File: src/rtl/mem_port_arbiter.sv
// Two-port (fetch/data) arbiter onto one memory port: IDLE -> ACCESS -> RESP, data wins unless fetch is starved.
// Request-to-ready is LATENCY+1 edges; requesters hold req/operands until their ready pulse.
module mem_port_arbiter #(
  parameter int unsigned LATENCY     = 1,
  parameter int unsigned MAX_DSTREAK = 4
) (
  input  logic        clk,
  input  logic        rst,
  input  logic        if_req,
  input  logic [31:0] if_addr,
  output logic [31:0] if_rdata,
  output logic        if_ready,
  input  logic        d_req,
  input  logic        d_we,
  input  logic [31:0] d_addr,
  input  logic [31:0] d_wdata,
  output logic [31:0] d_rdata,
  output logic        d_ready,
  output logic [31:0] mem_addr,
  output logic [31:0] mem_wdata,
  output logic        mem_we,
  input  logic [31:0] mem_rdata,
  output logic        busy,
  output logic        gnt_d
);

  typedef enum logic [1:0] {
    IDLE   = 2'd0,
    ACCESS = 2'd1,
    RESP   = 2'd2
  } state_t;

  localparam logic [3:0] CNT_INIT = 4'(LATENCY - 1);
  localparam logic [3:0] DS_MAX   = 4'(MAX_DSTREAK);

  state_t      state_q, state_d;
  logic [3:0]  cnt_q, cnt_d;
  logic [3:0]  dstreak_q, dstreak_d;
  logic [31:0] mem_addr_q, mem_addr_d;
  logic [31:0] mem_wdata_q, mem_wdata_d;
  logic        mem_we_q, mem_we_d;
  logic [31:0] if_rdata_q, if_rdata_d;
  logic [31:0] d_rdata_q, d_rdata_d;
  logic        if_ready_q, if_ready_d;
  logic        d_ready_q, d_ready_d;
  logic        gnt_d_q, gnt_d_d;
  logic        pick_fetch;

  always_comb begin
    state_d     = state_q;
    cnt_d       = cnt_q;
    dstreak_d   = dstreak_q;
    mem_addr_d  = mem_addr_q;
    mem_wdata_d = mem_wdata_q;
    mem_we_d    = mem_we_q;
    if_rdata_d  = if_rdata_q;
    d_rdata_d   = d_rdata_q;
    if_ready_d  = 1'b0;
    d_ready_d   = 1'b0;
    gnt_d_d     = gnt_d_q;
    pick_fetch  = 1'b0;

    case (state_q)
      IDLE: begin
        if (if_req || d_req) begin
          // Fetch only wins when data is idle or fetch has waited out a full data streak.
          pick_fetch  = if_req && (!d_req || (dstreak_q == DS_MAX));
          gnt_d_d     = !pick_fetch;
          mem_addr_d  = pick_fetch ? if_addr : d_addr;
          mem_wdata_d = pick_fetch ? 32'd0 : d_wdata;
          mem_we_d    = !pick_fetch && d_we;
          cnt_d       = CNT_INIT;
          state_d     = ACCESS;
          if (pick_fetch) begin
            dstreak_d = 4'd0;
          end else if (if_req && (dstreak_q != DS_MAX)) begin
            dstreak_d = dstreak_q + 4'd1;
          end
        end
      end
      ACCESS: begin
        if (cnt_q == 4'd0) begin
          if (gnt_d_q) begin
            d_rdata_d = mem_rdata;
          end else begin
            if_rdata_d = mem_rdata;
          end
          mem_we_d = 1'b0;
          state_d  = RESP;
        end else begin
          cnt_d = cnt_q - 4'd1;
        end
      end
      RESP: begin
        d_ready_d  = gnt_d_q;
        if_ready_d = !gnt_d_q;
        state_d    = IDLE;
      end
      default: begin
        mem_we_d = 1'b0;
        state_d  = IDLE;
      end
    endcase
  end

  always_ff @(posedge clk or posedge rst) begin
    if (rst) begin
      state_q     <= IDLE;
      cnt_q       <= 4'd0;
      dstreak_q   <= 4'd0;
      mem_addr_q  <= 32'd0;
      mem_wdata_q <= 32'd0;
      mem_we_q    <= 1'b0;
      if_rdata_q  <= 32'd0;
      d_rdata_q   <= 32'd0;
      if_ready_q  <= 1'b0;
      d_ready_q   <= 1'b0;
      gnt_d_q     <= 1'b0;
    end else begin
      state_q     <= state_d;
      cnt_q       <= cnt_d;
      dstreak_q   <= dstreak_d;
      mem_addr_q  <= mem_addr_d;
      mem_wdata_q <= mem_wdata_d;
      mem_we_q    <= mem_we_d;
      if_rdata_q  <= if_rdata_d;
      d_rdata_q   <= d_rdata_d;
      if_ready_q  <= if_ready_d;
      d_ready_q   <= d_ready_d;
      gnt_d_q     <= gnt_d_d;
    end
  end

  assign mem_addr  = mem_addr_q;
  assign mem_wdata = mem_wdata_q;
  assign mem_we    = mem_we_q;
  assign if_rdata  = if_rdata_q;
  assign d_rdata   = d_rdata_q;
  assign if_ready  = if_ready_q;
  assign d_ready   = d_ready_q;
  assign gnt_d     = gnt_d_q;
  assign busy      = (state_q != IDLE);

endmodule
File: config.mk
export PLATFORM = sky130hd
export DESIGN_NAME = mem_port_arbiter
export DESIGN_NICKNAME = d
export VERILOG_FILES = /design/src/rtl/mem_port_arbiter.sv
export SDC_FILE = /design/constraint.sdc
export NUM_CORES = 1
export LEC_CHECK = 0
export CAP_MARGIN = 20
export CORE_MARGIN = 8
export CORE_UTILIZATION = 40
export CTS_CLUSTER_SIZE = 10
export DETAILED_ROUTE_END_ITERATION = 12
export DONT_BUFFER_PORTS = 1
export PLACE_DENSITY = 0.52
export SETUP_SLACK_MARGIN = 0.05
export SLEW_MARGIN = 20
export SYNTH_ARGS = -nofsm -noshare
export SYNTH_HDL_FRONTEND = slang
export SYNTH_SLANG_ARGS = --single-unit
File: constraint.sdc
create_clock -name clk -period 6.8 [get_ports clk]
set_clock_uncertainty 0.1 [all_clocks]
set_input_delay 1.7 -clock clk [delete_from_list [all_inputs] [get_ports clk]]
set_output_delay 1.7 -clock clk [all_outputs]
set_load 0.05 [all_outputs]
==> results of run 1 <==
==> placed cells by master, fill, tap and decap left out, types with 6 or more instances in the layout <==
cell type   count
o21ai_0        37
buf_4           7
nand4_1        33
o211ai_1       32
dfrtp_1       142
clkbuf_16      17
nand3_1        67
o2bb2ai_1      32
clkinvlp_4      6
mux2_2         65
==> cell type report <==
type / count / area [um^2] / share of cell area [%]
clock buffers: 18 / 429 / 6.30
well taps: 188 / 235 / 3.45
inverters: 7 / 31.3 / 0.459
multi-input cells: 311 / 2330 / 34.2
repair buffers: 8 / 67.6 / 0.992
clock inverters: 13 / 166 / 2.44
flip-flops and latches: 142 / 3550 / 52.2
==> sequential cells by signal, indices dropped and copies added, names as in the netlist <==
| register | cells |
|---|---|
| mem_wdata | 32 |
| cnt_q | 4 |
| d_ready | 1 |
| d_rdata | 32 |
| dstreak_q | 4 |
| mem_we | 1 |
| mem_addr | 32 |
| state_q | 2 |
| gnt_d | 1 |
| if_ready | 1 |
| if_rdata | 32 |
==> worst max-delay path: cells and delay by family (launching register included) <==
kind	cells	cell delay (ns)
buffers and inverters	2	1.34
DFF	1	0.45
and+or+nand+nor	1	0.12
==> worst max path at each step <==
stage | start | to | slack [ns] | cells after the start
after floorplan | rst | cnt_q[0] | 1.19 | 1
after global placement | state_q[0] | busy | 3.11 | 3
after detailed placement | state_q[0] | busy | 3.09 | 3
after CTS | state_q[0] | busy | 2.63 | 3
after global routing | state_q[0] | busy | 2.47 | 3
final | state_q[0] | busy | 2.57 | 3
==> through the flow <==
step / hold WS (ns) / std cells
floorplan: 0.380 / 507
global placement: 0.416 / 655
detailed placement: 0.439 / 656
CTS: 0.450 / 687
global route: 0.476 / 687
finish: 0.445 / 687
==> per-layer routing <==
layer | part of all wire [%] | track usage (%) | vias to the layer above | routed length, um
met5 | 0 | 0 | - | 0
met4 | 2.4 | 7.45 | 0 | 391
met3 | 11 | 8.96 | 26 | 1890
met2 | 49 | 26.9 | 220 | 8080
met1 | 37 | 18.2 | 2076 | 6180
li1 | - | - | 1863 | -
==> kinds of logic after synthesis <==
group,synth area share (%)
AOI/OAI and AO/OA,12.8
adders and majority gates,0.824
buffers and inverters,3.48
DFF,58.5
muxes,12.2
and+or+nand+nor,12.2
==> out/results.ini, run 1 <==
[drt]
wl_per_cell_um = 24.1
drtIter0Drc = 354
drc_errors = 0
via_per_inst = 6.09
ant_nets = 0
routed_wl_um = 16600
num_vias = 4185
dr.pass1.iters = 4

[placed_design]
portBuffers = 0
globalplace.congestion = 0.787
place_area_mm2 = 0.00621
hpwl_um = 11300
preCtsSetupSlack_ns = 3.09

[worst_setup_path]
r2r_start = state_q[0]
crit_path_cell_trace = nor2_4, buf_4, inv_2
reg2reg_slack_ns = 3.83
start_kind = flip-flop
arrival_ns = 2.43
path_class = reg -> out
critPathCaptureType = primary output
slowest_delay_ns = 0.74
cp_max_fo = 99
r2r-end = cnt_q[1]
reg2regPathDepth = 5
required_ns = 5.00
critPathSlowestCell = buf_4

[synth]
netlist_top_cells_area = dfrtp_1 58%, mux2_2 12%, nand3_1 5.5%
synth_edf_count = 0
yosys-top-cells-count = 142 x dfrtp_1, 67 x nand3_1, 65 x mux2_2
synth_cells = 507
synth_area_mm2 = 0.00608
yosys_warnings = 0
yosysSeqAreaShare_pct = 58.5
synth_area_leader_cell = dfrtp_1
avgSynthCellArea_um2 = 12.0
synth_ff_type = dfrtp_1
synth_top_area_share_pct = 58.5
synth_most_common_cell = dfrtp_1
synth-seq-cells = 142
async_flop_share_pct = 100
syn_nets = 644
ys_types = 40

[cts]
insertion_delay_ns = 0.41
clock_path_buffers = 2
cts.clk_slew.worst_paths_ns = 0.06
cts_tree = built
clock-sinks = 142
htreeDepth = 4
cts_resized = 0
root_buffer = clkbuf_16
postCtsSetupRepairBufs = 0
ctsHoldBuffers = 0
cts_buffers = 17

[global_routing]
antenna_found_initial = 0
grt_pass1_wl_um = 25700
track_usage_pct = 16.8
grt_max_degree = 100
grt-ovfl-total = 0
grt_pass1_vias = 4350

[floorplanning]
rows = 45
die_area_mm2 = 0.0194
floorplan.initialDensity_pct = 40.4
coreArea_mm2 = 0.0150
die-height_um = 139
die_x_um = 139
design.portCount = 266

[sta]
hold_violations = 0
fin_tns_setup_ns = 0
fin_crit_ns = 4.23
finalCritPeriodShare_pct = 62.2
slew_headroom_pct = 33.0
slew_violations = 0
fin_ws_ns = 2.57
max_clock_freq_ghz = 0.236
rsz0062_at_grt = false
worst_slew_pin_slew_ns = 1.01
finalSetupViolations = 0

[finish]
final_util_pct = 45.3
antenna_cells = 0
num-fill-cells = 1364
drive_gt1_share_pct = 22.4
fin_area_mm2 = 0.00681
area.growth.synth_to_final_pct = 12.1
fin_nets = 624

[run]
maxCapViolations = 0

[worst_hold_path]
whs_path_depth = 2
hold_start = dstreak_q[1]
hold_path_class = reg -> reg
worstHoldEndpoint = dstreak_q[1]

[run_status]
status = complete, no violations

Power of run 1 is not shown: default switching activity piles up to over one toggle a cycle in this logic, so the estimate is an artifact.
==> run 2, diff against run 1 <==
==> constraint.sdc (replaced) <==
create_clock -name clk -period 4.3 [get_ports clk]
set_clock_uncertainty 0.1 [all_clocks]
set_input_delay 1.075 -clock clk [delete_from_list [all_inputs] [get_ports clk]]
set_output_delay 1.075 -clock clk [all_outputs]
set_load 0.05 [all_outputs]
==> run 2 against run 1 <==
Net effect:
- highest routed layer unchanged
- non-clock buffer count up 1
- worst hold slack got worse by 0.017 ns
- clock-buffer cell count increased by 4
- global-route usage shrank 0.56 points
- register-to-register slack lost 2.0 ns
- worst setup slack lost 1.0 ns
- core utilization down 0.18 points
- design area is 0.40% lower
- cell count up 0.15%
- critical path depth is 1 lower
- via count hardly changed
==> out/results.ini, run 2 (synthesis gave the netlist of run 1 again) <==
[cts]
ctsHoldBuffers = 0  ; unchanged
cts_tree = built
cts_buffers = 17  ; unchanged
root_buffer = clkbuf_16
clock-sinks = 142  ; unchanged
cts_resized = 0  ; unchanged
cts.clk_slew.worst_paths_ns = 0.05  ; about the same
clock_path_buffers = 2  ; unchanged
insertion_delay_ns = 0.41  ; about the same
htreeDepth = 4  ; unchanged
postCtsSetupRepairBufs = 0  ; unchanged

[drt]
dr.pass1.iters = 5  ; +1
drc_errors = 0  ; unchanged
wl_met1_um = 6150  ; -0.58%
routed_wl_um = 15900  ; -4.1%
via_per_inst = 6.08  ; -0.19%
wl_met3_um = 1900  ; +0.26%
wl_per_cell_um = 23.1  ; -4.3%
maxUsedRoutingLayer = met4
drtIter0Drc = 231  ; -35%
wl_met2_um = 7480  ; -7.4%
num_vias = 4183  ; -0.048%
ant_nets = 0  ; unchanged

[global_routing]
grt_pass1_wl_um = 24900  ; -3.1%
grt_pass1_vias = 4318  ; -0.74%
track_usage_pct = 16.3  ; -0.56 points
grt-ovfl-total = 0  ; unchanged
grt_max_degree = 143  ; +43%
antenna_found_initial = 0  ; unchanged

[worst_setup_path]
worstSetupStartpoint = state_q[0]
arrival_ns = 1.56  ; -0.87 ns
reg2reg_slack_ns = 1.80  ; -2.03 ns
reg2regPathDepth = 4  ; -1
critPathCaptureType = primary output
critPathSlowestCell = inv_2
slowest_delay_ns = 0.59  ; -0.15 ns
r2r-end = mem_wdata[10]
crit_family = buffers and inverters
r2r_start = state_q[0]
crit_buf_inv = 1  ; -1
required_ns = 3.12  ; -1.88 ns
cp_max_fo = 37  ; -63%
start_kind = flip-flop
path_class = reg -> out
crit_path_cell_trace = nor2_4, inv_2

[floorplanning]
design.portCount = 266  ; unchanged
coreArea_mm2 = 0.0150  ; unchanged
floorplan.initialDensity_pct = 40.4  ; unchanged
die_x_um = 139  ; unchanged
die_area_mm2 = 0.0194  ; unchanged
die-height_um = 139  ; unchanged
rows = 45  ; unchanged

[sta]
slew_violations = 0  ; unchanged
fin_tns_setup_ns = 0  ; unchanged
rsz0062_at_grt = false
max_clock_freq_ghz = 0.365
finalCritPeriodShare_pct = 63.6
worst_slew_pin_slew_ns = 0.951  ; -0.0542 ns
fin_crit_ns = 2.74
hold_violations = 0  ; unchanged
finalSetupViolations = 0  ; unchanged
slew_headroom_pct = 36.6  ; +3.6 points

[worst_hold_path]
hold_path_class = reg -> reg
hold_start = cnt_q[1]
worstHoldEndpoint = cnt_q[1]
whs_path_depth = 1  ; -1

[placed_design]
globalplace.congestion = 0.770  ; -2.2%
portBuffers = 0  ; unchanged
hpwl_um = 10700  ; -4.6%

[run]
maxCapViolations = 0  ; unchanged

[finish]
final_common_cell = dfrtp_1
drive_gt1_share_pct = 22.0  ; -0.44 points
area.growth.synth_to_final_pct = 11.6
num-fill-cells = 1374  ; +0.73%
antenna_cells = 0  ; unchanged
layout_common_cells = 142 x dfrtp_1, 67 x nand3_1, 65 x mux2_2
multi_input_area_mm2 = 0.00232  ; -0.11%
seq_area_mm2 = 0.00355  ; unchanged
fin_nets = 625  ; +0.16%

[run_status]
status = complete, no violations

[run 2: cell count changes in the layout (fill, tap and decap cells not counted), sizes merged]
cell / change
bufinv: -2
clkbuf: +4
buf: +1
clkinv: +1
clkinvlp: -1
inv: -2
[run 2: per-layer routing]
layer	vias to the layer above	track usage [%]
li1	1872	-
met1	2081	18.6
met2	206	25.0
met3	24	8.72
met4	0	6.64
met5	-	0
[run 2: through the flow]
step | area (um^2) | hold slack [ns] | utilization, % | setup WS, ns | std cells
after global placement | 6210 | 0.415 | 41.3 | 1.41 | 656
after CTS | 6770 | 0.430 | 45.0 | 1.38 | 687
after detailed placement | 6210 | 0.419 | 41.3 | 1.26 | 656
after floorplan | 6080 | 0.380 | - | 1.35 | 507
final | 6780 | 0.428 | 45.1 | 1.56 | 688
after global routing | 6780 | 0.451 | 45.1 | 1.48 | 688
[run 2: cell type report]
cell class | count | share of cell area [%]
repair buffers | 9 | 1.29
multi-input cells | 311 | 34.3
clock buffers | 22 | 6.84
well taps | 188 | 3.47
clock inverters | 9 | 1.29
inverters | 7 | 0.443
flip-flops and latches | 142 | 52.4
[run 2: worst max-delay path by stage]
stage	to	slack (ns)	cells after the start
final	busy	1.56	2
after global routing	busy	1.48	2
after CTS	mem_wdata[10]	1.38	4
after detailed placement	mem_wdata[4]	1.26	3
after global placement	gnt_d	1.41	3
after floorplan	cnt_q[0]	1.35	1
[run 2: worst reg2reg max path, delay by kind of cell, from the launching register on]
kind	cells	cell delay (ns)
AOI/OAI and AO/OA	1	0.31
DFF	1	0.46
buffers and inverters	1	0.74
and+or+nand+nor	2	0.78
Power of run 2 is left out for the same reason.
==> run 3, diff against run 2 <==
==> constraint.sdc (replaced) <==
create_clock -name clk -period 2.6 [get_ports clk]
set_clock_uncertainty 0.1 [all_clocks]
set_input_delay 0.65 -clock clk [delete_from_list [all_inputs] [get_ports clk]]
set_output_delay 0.65 -clock clk [all_outputs]
set_load 0.05 [all_outputs]
==> run 3 against run 2 <==
Net effect:
- worst setup slack got worse by 1.1 ns
- register-to-register slack got worse by 1.4 ns
- non-clock buffer count increased by 5
- core utilization grew 1.1 points
- sequential cell count did not move
- first-iteration DRC count shrank 2.2%
- global-route usage rose by 0.71 points
- die area stayed put
- via count grew 1.5%
- clock-buffer cell count fell by 2
- worst hold slack got worse by 0.31 ns
==> out/results.ini, run 3 (synthesis gave the netlist of run 1 again) <==
[run_status]
status = complete, no violations

[sta]
slew_headroom_pct = 38.8  ; +2.2 points
finalCritPeriodShare_pct = 83.9
fin_crit_ns = 2.18
worst_slew_pin_slew_ns = 0.918  ; -0.0326 ns
slew_violations = 0  ; unchanged
finalSetupViolations = 0  ; unchanged
rsz0062_at_grt = false
max_clock_freq_ghz = 0.459
hold_violations = 0  ; unchanged
fin_tns_setup_ns = 0  ; unchanged

[finish]
layout_common_cells = 142 x dfrtp_1, 67 x nand3_1, 65 x mux2_2
area.growth.synth_to_final_pct = 14.4
final_common_cell = dfrtp_1
drive_gt1_share_pct = 23.1  ; +1.1 points
fin_nets = 630  ; +0.80%
antenna_cells = 0  ; unchanged

[worst_setup_path]
reg2reg_slack_ns = 0.42  ; -1.38 ns
required_ns = 2.78  ; -0.34 ns
start_kind = flip-flop
reg2regPathDepth = 6  ; +2
r2r-end = mem_addr[0]
arrival_ns = 2.37  ; +0.81 ns
cp_max_fo = 24  ; -35%
path_class = reg -> reg
critPathCaptureType = flip-flop
r2r_start = dstreak_q[0]

[floorplanning]
die_area_mm2 = 0.0194  ; unchanged
rows = 45  ; unchanged
design.portCount = 266  ; unchanged
coreArea_mm2 = 0.0150  ; unchanged
die-height_um = 139  ; unchanged
floorplan.initialDensity_pct = 40.4  ; unchanged
die_x_um = 139  ; unchanged

[drt]
num_vias = 4246  ; +1.5%
via_per_inst = 6.12  ; +0.63%
ant_nets = 0  ; unchanged
drc_errors = 0  ; unchanged
wl_per_cell_um = 23.7  ; +2.5%
routed_wl_um = 16400  ; +3.4%
drtIter0Drc = 226  ; -2.2%
dr.pass1.iters = 4  ; -1

[cts]
cts_buffers = 17  ; unchanged
cts.clk_slew.worst_paths_ns = 0.06  ; about the same
postCtsSetupRepairBufs = 0  ; unchanged
cts_resized = 0  ; unchanged
root_buffer = clkbuf_16
clock-sinks = 142  ; unchanged
insertion_delay_ns = 0.41  ; about the same
clock_path_buffers = 2  ; unchanged
ctsHoldBuffers = 0  ; unchanged
cts_tree = built
htreeDepth = 4  ; unchanged

[global_routing]
grt-ovfl-total = 0  ; unchanged
antenna_found_initial = 0  ; unchanged
grt_pass1_wl_um = 26100  ; +4.8%
grt_max_degree = 99  ; -31%
track_usage_pct = 17.0  ; +0.71 points
grt_pass1_vias = 4412  ; +2.2%

[worst_hold_path]
hold_path_class = in -> async

[placed_design]
portBuffers = 0  ; unchanged
globalplace.congestion = 0.748  ; -2.8%
hpwl_um = 11300  ; +5.7%

[run]
maxCapViolations = 0  ; unchanged

run 3: changes by cell type in the layout (fill, tap and decap cells not counted), sizes merged:
cell / previous run / this run
clkbuf: 22 / 20
clkinvlp: 5 / 3
bufinv: 1 / 5
buf: 9 / 14
clkinv: 3 / 4
run 3: cell type report:
class                           instances  area (um^2)
Fill cell                            1356         8080
Tap cell                              188          235
Clock buffer                           20          457
Sequential cell                       142         3550
Multi-Input combinational cell        311         2320
Clock inverter                         12          209
Inverter                                7         30.0
Timing Repair Buffer                   14          143
run 3: stage by stage:
stage	instance area (um^2)	hold WS (ns)	setup slack (ns)	std cells	utilization [%]
floorplan	6080	0.380	0.0729	507	-
global placement	6280	0.421	0.434	662	41.8
CTS	6950	0.134	0.404	694	46.2
global route	6950	0.136	0.261	694	46.2
detailed placement	6280	0.427	0.380	662	41.8
finish	6950	0.119	0.420	694	46.2
run 3: worst max-delay path, cell delays in order (launching register included):
cell	delay, ns
dfrtp_1	0.41
inv_1	0.06
ha_1	0.20
nand4b_1	0.11
and2_1	0.74
buf_4	0.31
o211ai_1	0.12
run 3: worst max path at each step:
| stage | start | endpoint |
|---|---|---|
| after detailed placement | if_req | mem_addr[2] |
| after global placement | if_req | mem_addr[4] |
| final | dstreak_q[0] | mem_addr[0] |
| after floorplan | rst | cnt_q[0] |
| after global routing | dstreak_q[0] | mem_addr[4] |
| after CTS | dstreak_q[0] | mem_addr[2] |
run 3: per-layer routing:
| metal | up-vias | global-route usage (%) | wire length (um) |
|---|---|---|---|
| li1 | 1883 | - | - |
| met1 | 2135 | 18.8 | 6320 |
| met2 | 199 | 27.2 | 7960 |
| met3 | 29 | 8.52 | 1750 |
| met4 | 0 | 7.11 | 389 |
| met5 | - | 0 | 0 |
Power of run 3 is left out for the same reason.
==> variant, RTL diff (flow settings as in run 2) <==
The 3 states of `state_t` get a one-hot encoding in 3 bits.
--- a/src/rtl/mem_port_arbiter.sv
+++ b/src/rtl/mem_port_arbiter.sv
@@ -25,8 +25,8 @@
 );
 
-  typedef enum logic [1:0] {
-    IDLE   = 2'd0,
-    ACCESS = 2'd1,
-    RESP   = 2'd2
+  typedef enum logic [2:0] {
+    IDLE   = 3'b001,
+    ACCESS = 3'b010,
+    RESP   = 3'b100
   } state_t;
 
Function: no difference found for any inputs over 4 cycles, from zero or initial values and one cycle with rst high; so few cycles prove little.
==> variant against run 2 <==
Setup slack worse by 460 ps; area after synthesis decreased by 1.8%; sequential cell count is 1 higher; via count is 7.6% lower; design area fell by 0.79%; non-clock buffer count unchanged; routed wire length is 1.9% lower; critical path depth up 1; highest routed layer unchanged.
Power is not shown: default switching activity piles up to over one toggle a cycle in this logic, so the estimate is an artifact.
==> variant: results (changes against run 2) <==
Pre-Repair DR Iteration Count 4 (-1); first-pass GRT wire length 24.8 mm (-0.63%); HP Start cnt_q[2]$_DFFE_PP0P_; hold slack 420 ps (-8.14 ps); Post-Syn Nets 606 (-5.9%); adder-cell share of the synthesized area 0.00629 (-0.00194); Post-Layout Cell Count 652 (-5.2%); multiplexer area fraction after synthesis 0.124 (+0.00228); FF-to-FF End mem_addr[26]$_DFFE_PP0P_; compound-gate portion of the synthesized area 0.166 (+0.0374); total placed cells including tap cells 620 (-5.5%); DR iter-0 viols 163 (-29%); nets 591 (-5.4%); count of cell types in the netlist 43 (+7.5%); vias in the first global route 4,179 (-3.2%); commonest cells in the netlist dfrtp_1, mux2_2, nand3_1; largest net degree at the start of global routing 55 (-62%); critical path fanouts, max 36 (-2.7%); Synth Instances 470 (-7.3%); Placer Congestion 0.737 (-4.2%); share of layout cells above drive strength 1 0.231 (+0.0108); DPL Wire Length 11.3 mm (+5.2%); ys async rst share 1.00 (unchanged); Hold Crit Class reg2reg; Worst R2R Path Depth 6 (+2); Post-Place Setup Slack 1170 ps (-89.1 ps); Hold Path Sink cnt_q[2]$_DFFE_PP0P_; Worst Path Arrival 2020 ps (+460 ps); reg2reg start state_q[0]$_DFFE_PP1P_; end of the critical path busy; Worst R2R Setup Slack 1430 ps (-370 ps); Final min period 3190 ps (+458 ps); Seq/Total Area, Yosys 0.600 (+0.0153); FILL cells 1,304 (-5.1%); crit share post-route 0.743 (+0.106); placed cell area 0.00609 sq mm (-2.0%); worst slew pin tran 934 ps (-16.6 ps); DR vias/cell 5.93 (-2.5%); top cells by area, synth dfrtp_1, mux2_2, a22o_1; Final Routed Wirelength 15.6 mm (-1.9%); status completed; Tot GR Track Use 0.162 (-0.00105)
variant: cell count changes after synthesis, sizes merged, moves of 4 or more:
cell     change
a31oi       +32
nand3       -31
nand4       -33
a21oi       +33
nand2        -4
a22o        +35
o2bb2ai     -32
o21ai       -34
buf          +6
clkbuf      -10
variant: final cells by class:
class | instances | area, sq um | area share
Multi-Input combinational cell | 277 | 2180 | 0.324
Clock inverter | 13 | 189 | 0.0281
Clock buffer | 19 | 443 | 0.0658
Inverter | 7 | 30.0 | 0.00446
Tap cell | 184 | 230 | 0.0342
Sequential cell | 143 | 3580 | 0.532
Timing Repair Buffer | 9 | 80.1 | 0.0119
variant: worst max-delay path, cell delays in order (launching register included):
cell and delay (ps):
dfstp_2 620, nor3b_4 200, buf_4 390, inv_1 390
variant: routing by layer:
layer  wire (um)  global-route usage  share of wire
met4         265              0.0646          0.017
met5           0                   0              0
met1        5880               0.175           0.38
met2        7530               0.256           0.48
met3        1900              0.0928           0.12
